<file path="config.mk">
export PLATFORM = sky130hd
export DESIGN_NAME = fetch_unit_flat
export DESIGN_NICKNAME = d
export VERILOG_FILES = /design/src/rtl/fetch_unit_if.sv /design/src/rtl/fetch_unit.sv /design/src/flat_wrapper.sv
export SDC_FILE = /design/constraint.sdc
export NUM_CORES = 1
export LEC_CHECK = 0
export BUFFER_PORTS_ARGS = -buffer_cell sky130_fd_sc_hd__buf_2
export CAP_MARGIN = 20
export CORE_MARGIN = 1
export CORE_UTILIZATION = 55
export DETAILED_ROUTE_END_ITERATION = 8
export PLACE_DENSITY = 0.77
export SLEW_MARGIN = 20
export SYNTH_ARGS = -nofsm -noshare
export SYNTH_HDL_FRONTEND = slang
export SYNTH_SLANG_ARGS = --single-unit
</file>
<file path="constraint.sdc">
create_clock -name clk -period 8 [get_ports clk]
set_input_delay 1.6 -clock clk [delete_from_list [all_inputs] [get_ports clk]]
set_output_delay 1.6 -clock clk [all_outputs]
set_load 0.005 [all_outputs]
</file>
<file path="src/rtl/fetch_unit_if.sv">
// Interface: fetch_unit_if
// Groups the instruction-memory bus and the decode-side valid/ready bus of the
// fetch stage.
//   imem_addr  8   fetch address to instruction memory
//   imem_inst  32  memory read data (one cycle after the address)
//   out_valid  1   head of fetch buffer is valid
//   out_ready  1   decode accepts the head this cycle
//   out_pc     8   PC of head instruction
//   out_inst   32  head instruction word
// master = fetch unit side, slave = memory/decode side.
interface fetch_unit_if;
    logic [7:0]  imem_addr;
    logic [31:0] imem_inst;
    logic        out_valid;
    logic        out_ready;
    logic [7:0]  out_pc;
    logic [31:0] out_inst;

    modport master (
        output imem_addr,
        input  imem_inst,
        output out_valid,
        input  out_ready,
        output out_pc,
        output out_inst
    );

    modport slave (
        input  imem_addr,
        output imem_inst,
        input  out_valid,
        output out_ready,
        input  out_pc,
        input  out_inst
    );
endinterface

</file>
<file path="src/rtl/fetch_unit.sv">
// Module: fetch_unit
// Instruction-fetch stage in front of a 1-cycle-latency instruction memory.
// Holds the PC, issues fetches, captures returned words with their PC into a
// 2-entry buffer and hands (pc, inst) pairs to decode over valid/ready.
// Ports:
//   clk, rst_n       clock, asynchronous active-low reset
//   start            pulse, IDLE/HALT -> RUN
//   halt_req         pulse, RUN -> HALT (wins over start)
//   redirect_valid   load redirect_pc and flush in-flight/buffered fetches
//   redirect_pc      new PC on redirect
//   busy             RUN, fetch in flight, or buffer non-empty
//   bus              fetch_unit_if.master (memory + decode buses)
//
// state | meaning
// IDLE  | out of reset, no fetching
// RUN   | issuing fetches while buffer space allows
// HALT  | no new fetches, in-flight word still captured, buffer drains
module fetch_unit #(
    parameter logic [7:0] RESET_PC = 8'd0,
    parameter logic [7:0] PC_STEP  = 8'd1
) (
    input  logic              clk,
    input  logic              rst_n,
    input  logic              start,
    input  logic              halt_req,
    input  logic              redirect_valid,
    input  logic [7:0]        redirect_pc,
    output logic              busy,
    fetch_unit_if.master      bus
);
    localparam logic [1:0] ST_IDLE = 2'd0;
    localparam logic [1:0] ST_RUN  = 2'd1;
    localparam logic [1:0] ST_HALT = 2'd2;

    logic [1:0]  state;
    logic [1:0]  state_nxt;
    logic [7:0]  pc;
    logic [7:0]  req_pc_q;
    logic        req_valid_q;
    logic [7:0]  buf_pc   [2];
    logic [31:0] buf_inst [2];
    logic        head;
    logic        tail;
    logic [1:0]  count;
    logic        pop;
    logic        push;
    logic        issue;
    logic [2:0]  occupancy;

    assign bus.imem_addr = pc;
    assign bus.out_valid = (count != 2'd0);
    assign bus.out_pc    = buf_pc[head];
    assign bus.out_inst  = buf_inst[head];

    // A redirect discards both the popped head and the returning word.
    assign pop  = bus.out_valid & bus.out_ready & ~redirect_valid;
    assign push = req_valid_q & ~redirect_valid;

    // Entries the buffer will hold after this edge, counting the word in flight;
    // issuing only when this is <= 1 guarantees room when the new word returns.
    assign occupancy = {1'b0, count} + {2'b00, req_valid_q} - {2'b00, pop};
    assign issue     = (state == ST_RUN) & ~redirect_valid & (occupancy <= 3'd1);

    assign busy = (state == ST_RUN) | req_valid_q | (count != 2'd0);

    always_comb begin
        state_nxt = state;
        case (state)
            ST_IDLE: if (start && !halt_req) state_nxt = ST_RUN;
            ST_RUN:  if (halt_req)           state_nxt = ST_HALT;
            ST_HALT: if (start && !halt_req) state_nxt = ST_RUN;
            default:                         state_nxt = ST_IDLE;
        endcase
    end

    always_ff @(posedge clk or negedge rst_n) begin
        if (!rst_n) begin
            state <= ST_IDLE;
        end else begin
            state <= state_nxt;
        end
    end

    always_ff @(posedge clk or negedge rst_n) begin
        if (!rst_n) begin
            pc          <= RESET_PC;
            req_pc_q    <= 8'd0;
            req_valid_q <= 1'b0;
        end else begin
            req_valid_q <= issue;
            if (redirect_valid) begin
                pc <= redirect_pc;
            end else if (issue) begin
                req_pc_q <= pc;
                pc       <= pc + PC_STEP;
            end
        end
    end

    always_ff @(posedge clk or negedge rst_n) begin
        if (!rst_n) begin
            for (int i = 0; i < 2; i++) begin
                buf_pc[i]   <= 8'd0;
                buf_inst[i] <= 32'd0;
            end
            head  <= 1'b0;
            tail  <= 1'b0;
            count <= 2'd0;
        end else if (redirect_valid) begin
            head  <= 1'b0;
            tail  <= 1'b0;
            count <= 2'd0;
        end else begin
            if (push) begin
                buf_pc[tail]   <= req_pc_q;
                buf_inst[tail] <= bus.imem_inst;
                tail           <= ~tail;
            end
            if (pop) begin
                head <= ~head;
            end
            count <= count + {1'b0, push} - {1'b0, pop};
        end
    end
endmodule

</file>
<file path="src/flat_wrapper.sv">
// flat-port wrapper written by rule: the top's interface ports become plain ports
module fetch_unit_flat 
#(
    parameter logic [7:0] RESET_PC = 8'd0,
    parameter logic [7:0] PC_STEP  = 8'd1
)
  (clk, rst_n, start, halt_req, redirect_valid, redirect_pc, busy, bus_imem_addr, bus_imem_inst, bus_out_valid, bus_out_ready, bus_out_pc, bus_out_inst);
  fetch_unit_if bus_i ();
  input  logic clk;
  input  logic rst_n;
  input  logic start;
  input  logic halt_req;
  input  logic redirect_valid;
  input  logic [7:0] redirect_pc;
  output logic busy;
  output wire logic [$bits(bus_i.imem_addr)-1:0] bus_imem_addr;
  input wire logic [$bits(bus_i.imem_inst)-1:0] bus_imem_inst;
  output wire logic [$bits(bus_i.out_valid)-1:0] bus_out_valid;
  input wire logic [$bits(bus_i.out_ready)-1:0] bus_out_ready;
  output wire logic [$bits(bus_i.out_pc)-1:0] bus_out_pc;
  output wire logic [$bits(bus_i.out_inst)-1:0] bus_out_inst;
  assign bus_imem_addr = bus_i.imem_addr;
  assign bus_i.imem_inst = bus_imem_inst;
  assign bus_out_valid = bus_i.out_valid;
  assign bus_i.out_ready = bus_out_ready;
  assign bus_out_pc = bus_i.out_pc;
  assign bus_out_inst = bus_i.out_inst;
  fetch_unit #(.RESET_PC(RESET_PC), .PC_STEP(PC_STEP)) u_core (.clk(clk), .rst_n(rst_n), .start(start), .halt_req(halt_req), .redirect_valid(redirect_valid), .redirect_pc(redirect_pc), .busy(busy), .bus(bus_i));
endmodule
</file>
; ---- After elaboration in Yosys (flattened, before gate mapping)
; Index checks and enable logic that the tools add are counted.
[word_totals]
latch_bits = 0
word_cells = 70
inputBits = 46
register_bits = 103
mem_bits_rw = 0
romBits = 0
memories = 0
out_inout_bits = 50
[op_classes]
n_bitwise = 12
n_eq_ne = 4
add_sub_neg = 5
mux = 22
multipliers = 0
order_cmp = 4
reduce_logical = 12
shift = 0
div = 0
[op_table]
columns = operator, count
row1 = 32-bit two-way mux, 4
row2 = 64-bit bitwise mux, 1
row3 = 8-bit two-way mux, 6
row4 = 32-bit demux with 1-bit select, 1
row5 = 16-bit bitwise mux, 1
row6 = "8-bit by 1-bit adder with 8-bit output, second input constant", 1
row7 = 8-bit demux with 1-bit select, 1
row8 = 2-bit nonzero test, 4
row9 = 2-bit two-way mux, 3
row10 = 2-bit AND reduction, 3
row11 = 1-bit bitwise AND, 5
row12 = "2-bit greater-or-equal comparator, second input constant", 2
row13 = 1-bit two-way mux, 4
row14 = 1-bit NOT with 2-bit output, 2
row15 = 2-bit one-hot mux with 2 select lines, 1
row16 = 2-bit by 1-bit adder with 3-bit output, 1
row17 = "3-bit by 1-bit less-or-equal comparator with 1-bit output, second input constant", 1
row18 = 1-bit NOT, 3
row19 = 3-bit by 1-bit subtractor with 3-bit output, 1
row20 = 2-bit by 1-bit adder with 2-bit output, 1
row21 = "2-bit by 1-bit == test with 1-bit output, second input constant", 1
row22 = "2-bit == test, second input constant", 1
row23 = 1-bit logical AND, 2
row24 = 2-bit zero test, 1
row25 = 7 further kinds, 8

; ---- Depth between registers and ports, before layout
[logic_depth]
ltp_word = 8
mapped_depth = 13
ltp_nobuf = 11

; ---- Worst setup path after synthesis
; Ideal clock, no wire load.
[synth_timing]
path_type = in2reg
from = input port redirect_valid
to = register u_core.pc[7], in the netlist u_core.bus.imem_addr[7]
setup_ns = 0.069
t_required_ns = 7.931
path_buffers = 1
slack_ns = 4.268
arrival_ns = 3.663
path_stages = 11
path_cell_list = nand2b_1 nor3_1 nand2b_1 ha_1 inv_1 fa_1 nand4bb_1 or2_1 buf_6 or3_1 nand3_1
[synth_between]
elab_chain_cells = 6
word_cells_on_any_way = 8
cone_classes = add/sub (1) / order compare (1) / mux (1) / bitwise (4) / reduce/logical (1)
[synth_lines]
columns = item, line_no
row1 = from (decl), flat_wrapper.sv:13  ; input logic redirect_valid;
row2 = 1-bit NOT (no line), n/a
row3 = 1-bit bitwise AND, fetch_unit.sv:56  ; assign pop = bus.out_valid & bus.out_ready & ~redirect_valid;
row4 = 3-bit by 1-bit subtractor with 3-bit output, fetch_unit.sv:61  ; assign occupancy = {1'b0, count} + {2'b00, req_valid_q} - {2'b00, pop};
row5 = 3-bit by 1-bit less-or-equal comparator with 1-bit output, fetch_unit.sv:62  ; assign issue = (state == ST_RUN) & ~redirect_valid & (occupancy <= 3'd1);
row6 = 1-bit bitwise AND, fetch_unit.sv:62
row7 = 2-bit nonzero test (no line), n/a
row8 = to (signal assigned), fetch_unit.sv:92  ; pc <= redirect_pc;
row9 = to (signal assigned), fetch_unit.sv:95  ; pc <= pc + PC_STEP;
row10 = to (decl), fetch_unit.sv:37  ; logic [7:0] pc;
; Parallel ways exist; a longest one is shown, timed or not.
; A chain may end at the register's enable or synchronous reset.

; ---- Final worst setup path
[layout_timing]
from = input port redirect_valid
to = register u_core.pc[5], in the netlist u_core.bus.imem_addr[5]
; Same word-level chain as after synthesis.

==> key figures <==
Status
  • Run status: finished clean

Setup path
  • Max Fanout on Critical Path: 17
  • Worst r2r src: u_core.count[1]$_DFF_PN0_
  • Worst setup path endpoint: u_core.bus.imem_addr[5]$_DFFE_PN0P_
  • Worst EP required: 8.24 ns
  • CP arrival: 4.39 ns
  • R2r setup slk: 4.91 ns
  • CP Class: primary input to flop
  • Reg2reg path depth: 11
  • CP Launch Type: primary input
  • Reg-to-reg endpoint: u_core.bus.imem_addr[5]$_DFFE_PN0P_
  • Crit path from: redirect_valid
  • Crit end category: flop

GRT
  • Largest net degree at the start of global routing: 76
  • Initial antenna violation count: 0
  • Vias in the first global route: 2,911
  • GRT Util Overall: 0.2086
  • Gr ovfl total: 0
  • First-pass GRT wire length: 13,950 um

Clocking
  • Deepest clock path buffer count: 2
  • Post-CTS sizing: 0
  • Clk Latency, worst-skew pair: 0.35 ns
  • Clock Sinks: 103
  • CTS Buf Count: 9
  • Post-CTS setup buffers: 0
  • H-Tree Depth: 3
  • Hold Buf Count CTS: 0
  • Clk pin slew, worst setup/hold paths: 0.09 ns
  • Root Buffer: clkbuf_8
  • CTS tree: built

Synthesis
  • Async SR Flop Fraction: 1.000
  • Mapped Nets: 388
  • Mapped cell area: 4594 sq um
  • Cells after Synth: 338
  • Synth Area in Adders: 0.01253
  • Top cells by area, synth: dfrtp_1 (56%), mux2_2 (28%), nand2_1 (2.4%), mux2_1 (0.98%), buf_2 (0.87%)
  • Most frequent cells after synthesis: mux2_2 (116), dfrtp_1 (103), nand2_1 (29)
  • Yosys synthesis warning count: 0
  • Post-synthesis simple-gate area fraction: 0.06046
  • Largest family of logic cells by synthesized area: multiplexers
  • Synth Area in XOR/XNOR: 0.009532
  • EDFF count, synth: 0
  • Mean Syn Cell Area: 13.59 sq um
  • Top-area cell type share of the netlist area: 0.5610
  • Seq cells post-synth: 103
  • Count leader, synth: mux2_2
  • Post-synthesis mux area share: 0.2941
  • Main synth FF type: dfrtp_1
  • Synth cell types: 37
  • Post-synthesis sequential area ratio: 0.5610
  • Complex-gate fraction of the synthesized area: 0.03595
  • Post-synth top area cell: dfrtp_1

Floorplan
  • Cell Rows: 32
  • I/O pins: 96
  • Initial Util: 0.5825
  • Die Width: 93.40 um
  • DIE AREA: 8723 sq um
  • Floorplan core area: 7888 sq um
  • Die height: 93.40 um

Final layout
  • Share of cells above drive strength 1: 0.5347
  • Diode count: 0
  • Area added between synthesis and finish: 15.33%
  • Fin util: 0.6718
  • Final instance area: 5299 sq um
  • # nets final: 478

Flow run
  • Max cap viols: 0

STA
  • Setup TNS: 0 ns
  • Max Slew Vio Count: 0
  • # setup viols final: 0
  • Worst setup margin: 3.849 ns
  • Hold Vio Cnt, Final: 0
  • Unrepaired setup endpoints after global routing: false
  • FMAX: 240.9 MHz
  • Final Cycle Share: 0.5189
  • Worst-Margin Slew: 1.037 ns
  • Skew final: 0.009226 ns
  • Tmin final: 4.152 ns
  • Rel. slew slack: 0.3061

Hold path
  • Hold Path Depth: 1
  • HP Class: flop to flop

Power
  • Clock network power share: 0.218
  • Lkg Pwr: 2.648 nW
  • NetSw: 0.3775 mW
  • Flop pwr share: 0.521
  • Int Power: 1.032 mW
  • Final total power: 1.409 mW
  • Pwr dens: 266.0 nW/um^2
  • Sw frac: 0.2679
  • Logic pwr share: 0.261
  • VDD IR max: 0.1057 mV

Detailed routing
  • WL met3: 410 um
  • Detail Route Antenna Nets: 0
  • DRC errors left: 0
  • Metal-1 WL: 3915 um
  • Max layer used: met4
  • Vias per cell: 5.438
  • Per-cell routed wire length: 15.82 um
  • DRT iter0 DRCs: 78
  • Metal2 WL: 3998 um
  • Vias post-DR: 2,904
  • Final wirelength: 8449 um
  • DR pass1 iterations: 4

Place
  • PortBufs: 95
  • Gpl congestion: 0.7867
  • Pre-CTS WS: 3.465 ns
  • Placed cell areas: 5120 sq um
  • DP Wirelength: 5536 um
## stage by stage
stage | hold slack [ns] | cells
after floorplan | 0.4541 | 338
after global routing | 0.5027 | 534
after global placement | 0.4642 | 519
final | 0.4928 | 534
after CTS | 0.4974 | 534
after detailed placement | 0.4754 | 519
## final cells by class
| type | count | area [sq um] |
|---|---|---|
| Clock inverter | 4 | 47.55 |
| Tap cell | 102 | 127.6 |
| Inverter | 7 | 28.78 |
| Clock buffer | 11 | 131.4 |
| Fill cell | 587 | 2589 |
| Sequential cell | 103 | 2579 |
| Timing Repair Buffer | 96 | 485.5 |
| Multi-Input combinational cell | 211 | 1899 |
## worst max-delay path: stages
cell and delay, ns:
buf_2 0.20, nand2b_1 0.22, nor3_1 0.26, nand2b_1 0.17, ha_1 0.14, inv_1 0.05, fa_1 0.37, xor2_1 0.20
or2_1 0.52, inv_4 0.17, a21o_1 0.21, a221o_1 0.28
## cell families (layout without fill, tap and decap cells)
family | Yosys count | in the layout
XOR/XNOR | 5 | 5
buffers and inverters | 24 | 118
multiplexers | 120 | 120
AND/OR/NAND/NOR | 59 | 59
AO/OA/AOI/OAI | 23 | 23
adder cells (fa/ha/maj) | 4 | 4
flip-flops | 103 | 103
## layout by cell type (no fill, tap or decap), drive strengths merged, types with 2 or more instances in the layout
cell type  count
nand2b         3
clkinv         2
buf           96
xor2           3
nor3           4
or3            2
nand2         29
nor2           7
nand3          5
a22oi          3
inv            7
nor2b          2
o21ai          8
a221o          3
clkbuf        11
ha             3
a21o           2
dfrtp        103
mux2         120
xnor2          2
a21oi          3
## power by group through the flow
stage | Combinational, mW | Clock (mW) | Sequential, mW
4_1_cts | 0.376 | 0.315 | 0.734
5_1_grt | 0.405 | 0.339 | 0.751
2_1_floorplan | 0.238 | 0 | 0.719
6_report | 0.368 | 0.307 | 0.734
3_3_place_gp | 0.364 | 0 | 0.734
3_5_place_dp | 0.373 | 0 | 0.745
## sequential cells by signal (all words and copies together) (netlist names)
| signal | cells |
|---|---|
| u_core.buf_inst | 64 |
| u_core.buf_pc | 16 |
| u_core.bus.imem_addr | 8 |
| u_core.count | 2 |
| u_core.head | 1 |
| u_core.req_pc_q | 8 |
| u_core.req_valid_q | 1 |
| u_core.state | 2 |
| u_core.tail | 1 |
## worst min-delay path by stage
stage                                     from                         endpoint  slack [ns]
4_1_cts        u_core.buf_inst[32]$_DFFE_PN0P_  u_core.buf_inst[32]$_DFFE_PN0P_        0.50
3_3_place_gp   u_core.buf_inst[32]$_DFFE_PN0P_  u_core.buf_inst[32]$_DFFE_PN0P_        0.46
3_5_place_dp   u_core.buf_inst[32]$_DFFE_PN0P_  u_core.buf_inst[32]$_DFFE_PN0P_        0.48
5_1_grt        u_core.buf_inst[32]$_DFFE_PN0P_  u_core.buf_inst[32]$_DFFE_PN0P_        0.50
6_report       u_core.buf_inst[32]$_DFFE_PN0P_  u_core.buf_inst[32]$_DFFE_PN0P_        0.49
2_1_floorplan  u_core.buf_inst[32]$_DFFE_PN0P_  u_core.buf_inst[32]$_DFFE_PN0P_        0.45
## routing by layer
| metal | GRT usage | up-vias |
|---|---|---|
| met4 | 0.07179 | 0 |
| met1 | 0.2826 | 1449 |
| met2 | 0.3346 | 76 |
| met3 | 0.04472 | 10 |
| li1 | - | 1369 |
| met5 | 0 | - |
No activity file was read; power rests on OpenSTA's default activity.
